File: src/rtl/uart_tx_serializer.sv
// uart_tx_serializer: parallel-in, serial-out asynchronous transmitter.
// Frame = start bit, DATA_W data bits LSB first, optional parity, STOP_BITS stop bits.
// Every bit is held for CLKS_PER_BIT clocks; txd comes straight from a flop.
//
// state    | meaning
// ---------+------------------------------------------------------------
// S_IDLE   | line high, tx_ready=1, waiting for tx_valid
// S_START  | start bit (txd=0)
// S_DATA   | data bits, shift_q[0] on the line, idx_q = bit number
// S_PARITY | parity of the latched word (even/odd)
// S_STOP   | stop bit(s), idx_q = stop bit number
module uart_tx_serializer #(
   parameter int DATA_W       = 8,
   parameter int CLKS_PER_BIT = 16,
   parameter int PARITY_EN    = 0,
   parameter int PARITY_ODD   = 0,
   parameter int STOP_BITS    = 1
) (
   input  logic              clk,
   input  logic              rstn,
   input  logic [DATA_W-1:0] tx_data,
   input  logic              tx_valid,
   output logic              tx_ready,
   output logic              txd,
   output logic              busy,
   output logic              done
);

   localparam int CNT_W = (CLKS_PER_BIT > 1) ? $clog2(CLKS_PER_BIT) : 1;
   localparam int IDX_W = (DATA_W > 2) ? $clog2(DATA_W) : 1;
   localparam logic [CNT_W-1:0] CNT_LAST  = CNT_W'(CLKS_PER_BIT - 1);
   localparam logic [IDX_W-1:0] DATA_LAST = IDX_W'(DATA_W - 1);
   localparam logic [IDX_W-1:0] STOP_LAST = IDX_W'(STOP_BITS - 1);
   localparam logic             PAR_ODD   = (PARITY_ODD != 0);

   typedef enum logic [2:0] {
      S_IDLE,
      S_START,
      S_DATA,
      S_PARITY,
      S_STOP
   } state_t;

   state_t             state_q, state_d;
   logic [CNT_W-1:0]   cnt_q, cnt_d;
   logic [IDX_W-1:0]   idx_q, idx_d;
   logic [DATA_W-1:0]  shift_q, shift_d;
   logic               par_q, par_d;
   logic               txd_q, txd_d;
   logic               done_q, done_d;
   logic               bit_end;

   assign bit_end = (cnt_q == CNT_LAST);

   // Next-state logic; txd_d is the line level for the state being entered,
   // so the line changes on the same edge as the state.
   always_comb begin
      state_d = state_q;
      cnt_d   = cnt_q;
      idx_d   = idx_q;
      shift_d = shift_q;
      par_d   = par_q;
      txd_d   = txd_q;
      done_d  = 1'b0;

      if (state_q != S_IDLE) begin
         cnt_d = bit_end ? '0 : cnt_q + 1'b1;
      end

      case (state_q)
         S_IDLE: begin
            txd_d = 1'b1;
            if (tx_valid) begin
               state_d = S_START;
               shift_d = tx_data;
               par_d   = (^tx_data) ^ PAR_ODD;
               cnt_d   = '0;
               idx_d   = '0;
               txd_d   = 1'b0;
            end
         end
         S_START: begin
            if (bit_end) begin
               state_d = S_DATA;
               idx_d   = '0;
               txd_d   = shift_q[0];
            end
         end
         S_DATA: begin
            if (bit_end) begin
               shift_d = shift_q >> 1;
               if (idx_q == DATA_LAST) begin
                  idx_d = '0;
                  if (PARITY_EN != 0) begin
                     state_d = S_PARITY;
                     txd_d   = par_q;
                  end else begin
                     state_d = S_STOP;
                     txd_d   = 1'b1;
                  end
               end else begin
                  idx_d = idx_q + 1'b1;
                  txd_d = shift_d[0];
               end
            end
         end
         S_PARITY: begin
            if (bit_end) begin
               state_d = S_STOP;
               idx_d   = '0;
               txd_d   = 1'b1;
            end
         end
         S_STOP: begin
            txd_d = 1'b1;
            if (bit_end) begin
               if (idx_q == STOP_LAST) begin
                  state_d = S_IDLE;
                  idx_d   = '0;
                  done_d  = 1'b1;
               end else begin
                  idx_d = idx_q + 1'b1;
               end
            end
         end
         default: begin
            state_d = S_IDLE;
            txd_d   = 1'b1;
         end
      endcase
   end

   // State and datapath registers, async active-low reset to idle line.
   always_ff @(posedge clk or negedge rstn) begin
      if (!rstn) begin
         state_q <= S_IDLE;
         cnt_q   <= '0;
         idx_q   <= '0;
         shift_q <= '0;
         par_q   <= 1'b0;
         txd_q   <= 1'b1;
         done_q  <= 1'b0;
      end else begin
         state_q <= state_d;
         cnt_q   <= cnt_d;
         idx_q   <= idx_d;
         shift_q <= shift_d;
         par_q   <= par_d;
         txd_q   <= txd_d;
         done_q  <= done_d;
      end
   end

   assign tx_ready = (state_q == S_IDLE);
   assign busy     = (state_q != S_IDLE);
   assign txd      = txd_q;
   assign done     = done_q;

endmodule

File: config.mk
export PLATFORM = sky130hd
export DESIGN_NAME = uart_tx_serializer
export DESIGN_NICKNAME = d
export VERILOG_FILES = /design/src/rtl/uart_tx_serializer.sv
export SDC_FILE = /design/constraint.sdc
export NUM_CORES = 1
export LEC_CHECK = 0
export ABC_AREA = 1
export CAP_MARGIN = 10
export CORE_MARGIN = 3
export CORE_UTILIZATION = 60
export CTS_BUF_LIST = sky130_fd_sc_hd__clkbuf_2
export DETAILED_ROUTE_END_ITERATION = 7
export HOLD_SLACK_MARGIN = 0.1
export PLACE_DENSITY = 0.95
export SLEW_MARGIN = 40
export SYNTH_ARGS = -nofsm -noshare
export SYNTH_HDL_FRONTEND = slang
export SYNTH_SLANG_ARGS = --single-unit
File: constraint.sdc
create_clock -name clk -period 2.2 [get_ports clk]
set_clock_uncertainty 0.2 [all_clocks]
set_input_delay 0.22 -clock clk [delete_from_list [all_inputs] [get_ports clk]]
set_output_delay 0.22 -clock clk [all_outputs]
set_load 0.01 [all_outputs]
==> results of run 1 <==
synth_stat cells:
| cell type | n | share of area |
|---|---|---|
| inv_6 | 1 | 0.0076 |
| inv_1 | 11 | 0.036 |
| dfstp_2 | 1 | 0.023 |
| o21ai_1 | 2 | 0.0087 |
| nand3_2 | 1 | 0.0087 |
| nand2_4 | 3 | 0.029 |
| a21oi_1 | 2 | 0.0087 |
| dfrtp_1 | 19 | 0.41 |
| nand3_1 | 11 | 0.048 |
| o21ai_0 | 7 | 0.031 |
| nand2_1 | 69 | 0.23 |
| nor3_1 | 3 | 0.013 |
| nand3b_2 | 1 | 0.0098 |
| nand4_1 | 1 | 0.0055 |
| nor2_1 | 8 | 0.026 |
| ha_1 | 4 | 0.044 |
| inv_2 | 3 | 0.0098 |
| nand3_4 | 1 | 0.015 |
| nor2_4 | 3 | 0.029 |
| or2_2 | 1 | 0.0055 |
state kept, by name, indices dropped and copies added, names as in the netlist:
signal and cells:
done 1, shift_q 8, cnt_q 4, txd 1
idx_q 3, state_q 3
final timing paths:
kind / end / start / cells after the start / slack [ns]
setup / recovery: tx_ready / state_q[1]$_DFFE_PN0P_ / 4 / 0.10
hold / removal: shift_q[7]$_DFFE_PN0P_ / tx_data[7] / 3 / 0.24
setup reg to reg: shift_q[4]$_DFFE_PN0P_ / cnt_q[0]$_DFF_PN0_ / 7 / 0.57
hold reg to reg: shift_q[2]$_DFFE_PN0P_ / shift_q[2]$_DFFE_PN0P_ / 2 / 0.31
max in group asynchronous: txd$_DFFE_PN1P_ / rstn / 3 / 0.97
min in group asynchronous: cnt_q[2]$_DFF_PN0_ / rstn / 3 / 0.56
logic make-up after synthesis:
group                      synth area share
adders and majority gates            0.0437
and+or+nand+nor                       0.417
AOI/OAI and AO/OA                    0.0480
DFF                                   0.438
buffers and inverters                0.0535
where the power goes:
part	switching (mW)	internal [mW]
clock	0.112	0.0482
combinational	0.619	0.365
sequential	0.125	0.529
what timing repair did:
item	CTS	global route
hold buffers	1	0
hold endpoints to repair	19	0
endpoints found under the setup margin	0	1
gates resized for setup	0	3
critical path: cells and delay by family (launching register included):
family                 cells  cell delay [ns]
buffers and inverters      2             0.61
AND/OR/NAND/NOR            2             0.26
flip-flops                 1             0.49
final cells by class:
type / instances / area share
sequential: 20 / 0.372
inverter: 15 / 0.0451
tap: 25 / 0.0230
multi-input combinational: 117 / 0.429
timing repair buffer: 16 / 0.116
clock buffer: 4 / 0.0147
metal layers:
metal,part of all wire,track usage,vias to the layer above
met5,0,0,-
met4,0.016,0.0691,0
met3,0.035,0.0302,5
met2,0.49,0.363,22
met1,0.45,0.261,471
li1,-,-,521
per-stage QoR:
step	utilization	setup TNS [ns]	worst slack [ns]	power, mW
floorplan	-	0	0.748	1.37
global placement	0.751	0	0.475	1.58
detailed placement	0.751	0	0.447	1.64
CTS	0.768	0	0.0652	1.80
global route	0.770	-0.000106	-0.000106	1.99
finish	0.770	0	0.101	1.80
==> impl_metrics.yaml, run 1 <==
worst_setup_path:
  crit_fanout: 9
  critPathKind: "register to output pin"
  cpPeakStageDelay_ns: 0.53
  cp-end-kind: "output pin"
  cp_data_required_time_ns: 1.78
  start_kind: "register"
  worst_ep_arrival_time_ns: 1.68
  critPathSlowestCell: "clkdlybuf4s50_1"
  worstPathCellList: "nor2_4 > nand2_4 > inv_1 > clkdlybuf4s50_1"
drt:
  ant_nets: 0
  vias_per_cell: 5.17
  firstDrtPassIters: 7
  wl_mm: 2.23
  vias: 1019
  drcViolationCount: 0
  drt_iter0_drc: 30
  wl_per_cell_um: 11.3
place:
  io_buffers: 14
  place_area_mm2: 0.00133
  dp_hpwl_mm: 1.72
  dpl.cell_count: 192
  globalplace.congestion: 0.968
synthesis:
  syn_nets: 167
  syn_area_per_cell_um2: 7.54
  synth_seq_area_share: 0.438
  syn_inst: 152
  ys_types: 20
  ys_ff_latch: 20
  ys_warn_count: 0
  syn_area_mm2: 0.00115
global_routing:
  grt_pass1_vias: 928
  grt_max_degree: 21
  grt-ovfl-total: 0
  grt_pass1_wl_mm: 4.01
  grt_antenna_before_repair: 0
  grt.total_usage: 0.208
clock_tree:
  cts_tree: "yes"
  cts.path.max_buffers: 2
  cts_buffers: 3
  cts-root-buf: "clkbuf_2"
  cts_sinks: 20
  cts_max_level: 1
  post_cts_buffers: 0
  clk_latency_ns: 0.31
  clk_pin_slew_ns: 0.19
layout:
  n_fill_cell: 147
  drive_gt1_frac: 0.134
  syn_to_final_growth_pct: 18.6
  final-instance-count-excl-fill: 197
  antennaDiodeCount: 0
  stdcell_area_mm2: 0.00136
  nets: 188
  multi_input_area_um2: 583
  seq_area_um2: 505
  layout_commonest_cell: "nand2_1"
  final_cell_mix: "nand2_1 (69), dfrtp_1 (16), clkdlybuf4s50_1 (14)"
floorplan:
  io_pins: 15
  fp-row-count: 15
  die_w_um: 49.7
  dieArea_mm2: 0.00247
  core-area_mm2: 0.00176
  start_util: 0.650
  chipHeight_um: 49.7
sta:
  worstMarginPinSlew_ns: 0.252
  period_needed_ns: 2.10
  setup_violations: 0
  period_share: 0.954
  max_freq_mhz: 476
  finalHoldViolCount: 0
  whs_ns: 0.235
  drv_slew: 0
  slew_headroom: 0.831
worst_hold_path:
  hp-class: "input pin to register"
pwr:
  ir_worst_vdd_v: 0.000873
  leakage_nw: 0.721
  cellPowerDensity_mw_per_mm2: 1320
status:
  status: "finished clean"
job:
  drv_cap: 0
Power figures use the tool's default switching activity.
==> inputs of run 2 (changes only) <==
--- a/config.mk
+++ b/config.mk
@@ -10,6 +10,7 @@
 export CORE_MARGIN = 3
 export CORE_UTILIZATION = 60
 export CTS_BUF_LIST = sky130_fd_sc_hd__clkbuf_2
+export CTS_CLUSTER_DIAMETER = 200
 export DETAILED_ROUTE_END_ITERATION = 7
 export HOLD_SLACK_MARGIN = 0.1
 export PLACE_DENSITY = 0.95
==> results of run 2 <==
Final layout, timing and power as in run 1 (identical DEF).
==> inputs of run 3 (changes only) <==
--- a/config.mk
+++ b/config.mk
@@ -8,12 +8,13 @@
 export ABC_AREA = 1
 export CAP_MARGIN = 10
 export CORE_MARGIN = 3
-export CORE_UTILIZATION = 60
+export CORE_UTILIZATION = 56
 export CTS_BUF_LIST = sky130_fd_sc_hd__clkbuf_2
 export CTS_CLUSTER_DIAMETER = 200
+export CTS_CLUSTER_SIZE = 8
 export DETAILED_ROUTE_END_ITERATION = 7
 export HOLD_SLACK_MARGIN = 0.1
-export PLACE_DENSITY = 0.95
+export PLACE_DENSITY = 0.93
 export SLEW_MARGIN = 40
 export SYNTH_ARGS = -nofsm -noshare
 export SYNTH_HDL_FRONTEND = slang
==> constraint.sdc (replaced) <==
create_clock -name clk -period 2.35 [get_ports clk]
set_clock_uncertainty 0.2 [all_clocks]
set_input_delay 0.235 -clock clk [delete_from_list [all_inputs] [get_ports clk]]
set_output_delay 0.235 -clock clk [all_outputs]
set_load 0.01 [all_outputs]
==> run 3 against run 2 <==
Flip-flop and latch count unchanged. Sequential share of layout area down 0.85 points. Clock power rose by 61%. Non-clock buffer count did not move.
==> impl_metrics.yaml, run 3 (synthesis gave the netlist of run 1 again) <==
sta:
  drv_slew: 0
  setup_violations: 0
  slew_headroom: 0.811
  grt_setup_unrepaired: "false"
  max_freq_mhz: 460
  period_needed_ns: 2.18
  period_share: 0.926
  tns_ns: 0
  worstMarginPinSlew_ns: 0.284
  finalHoldViolCount: 0
place:
  io_buffers: 14
  dp_hpwl_mm: 1.80
  dpl.cell_count: 192
  globalplace.congestion: 0.890
layout:
  n_fill_cell: 136
  layout_commonest_cell: "nand2_1"
  syn_to_final_growth_pct: 20.4
  antennaDiodeCount: 0
  top_regs: "shift_q x8, cnt_q x4"
  nets: 188
  drive_gt1_frac: 0.116
  largest_register_ffs: 8
  final-instance-count-excl-fill: 197
  final_cell_mix: "nand2_1 (69), dfrtp_1 (19), clkdlybuf4s50_1 (14)"
  regMostFlops: "shift_q"
floorplan:
  core-area_mm2: 0.00182
  io_pins: 15
  start_util: 0.630
  chipHeight_um: 51.2
  die_w_um: 51.2
  dieArea_mm2: 0.00263
  fp-row-count: 15
clock_tree:
  cts.path.max_buffers: 2
  clk_latency_ns: 0.33
  cts_buffers: 3
  clk_pin_slew_ns: 0.18
  cts-root-buf: "clkbuf_2"
  cts_sinks: 20
  cts_tree: "yes"
  cts_max_level: 1
  post_cts_buffers: 0
global_routing:
  grt_pass1_vias: 962
  grt_max_degree: 21
  grt_antenna_before_repair: 0
  grt-ovfl-total: 0
  grt.total_usage: 0.200
  grt_pass1_wl_mm: 3.96
worst_setup_path:
  critPathKind: "register to output pin"
  crit_fanout: 9
  start_kind: "register"
  cp_data_required_time_ns: 1.91
  cp-end-kind: "output pin"
  worst_ep_arrival_time_ns: 1.74
drt:
  wl_per_cell_um: 12.0
  vias_per_cell: 5.15
  ant_nets: 0
  drt_iter0_drc: 27
  drcViolationCount: 0
  vias: 1014
  wl_mm: 2.37
  firstDrtPassIters: 4
job:
  drv_cap: 0
pwr:
  cellPowerDensity_mw_per_mm2: 1310
  ir_worst_vdd_v: 0.000813
  leakage_nw: 0.735
status:
  status: "finished clean"
worst_hold_path:
  hp-class: "input pin to register"
==> run 3: changes by cell type in the layout (fill, tap and decap cells not counted) <==
cell       before  now
bufinv_16       0    1
dfrtp_2         3    0
clkbuf_2        4    3
dfrtp_1        16   19
==> run 3: worst paths after layout <==
path / from / endpoint / slack, ns / cells past startpoint
worst max register to register: cnt_q[0]$_DFF_PN0_ / state_q[2]$_DFFE_PN0P_ / 0.63 / 7
worst max-delay path: state_q[1]$_DFFE_PN0P_ / tx_ready / 0.17 / 4
max in group asynchronous: rstn / txd$_DFFE_PN1P_ / 1.15 / 3
min in group asynchronous: rstn / idx_q[0]$_DFFE_PN0P_ / 0.54 / 3
worst min register to register: shift_q[4]$_DFFE_PN0P_ / shift_q[4]$_DFFE_PN0P_ / 0.31 / 2
worst min-delay path: tx_data[7] / shift_q[7]$_DFFE_PN0P_ / 0.26 / 3
==> run 3: timing repair <==
item / 4_1_cts / 5_1_grt
endpoints found under the hold margin: 19 / 0
hold buffers: 1 / 0
gates resized for setup: 0 / 0
==> run 3: critical path: stages (launching register included) <==
cell,delay [ns]
dfrtp_1,0.51
nor2_4,0.19
nand2_4,0.11
inv_1,0.09
clkdlybuf4s50_1,0.53
==> run 3: routing by layer <==
metal  share of wire  track usage
met5               0            0
met3           0.038       0.0379
met4           0.020       0.0655
met2            0.51        0.391
met1            0.43        0.212
==> run 3: metrics by stage <==
step,hold WS [ns],util,setup slack (ns),total power [mW],area [µm²]
after floorplan,-0.261,-,0.898,1.28,1150
after global placement,0.264,0.728,0.609,1.48,1330
after detailed placement,0.269,0.728,0.554,1.55,1330
after CTS,0.261,0.758,0.172,1.81,1380
after global routing,0.257,0.758,0.0593,1.95,1380
final,0.261,0.758,0.175,1.81,1380
==> run 3: final cells by class <==
cell class                 count  area (µm²)  share of cell area
inverter                      15        61.3              0.0444
clock inverter                 1        30.0              0.0218
tap                           25        31.3              0.0227
timing repair buffer          16         158               0.114
clock buffer                   3        15.0              0.0109
sequential                    20         502               0.364
multi-input combinational    117         583               0.422
==> run 3: power breakdown <==
part	internal, mW	leakage (nW)	switching (mW)
Combinational	0.341	0.453	0.591
Sequential	0.491	0.255	0.125
Clock	0.147	0.0266	0.112
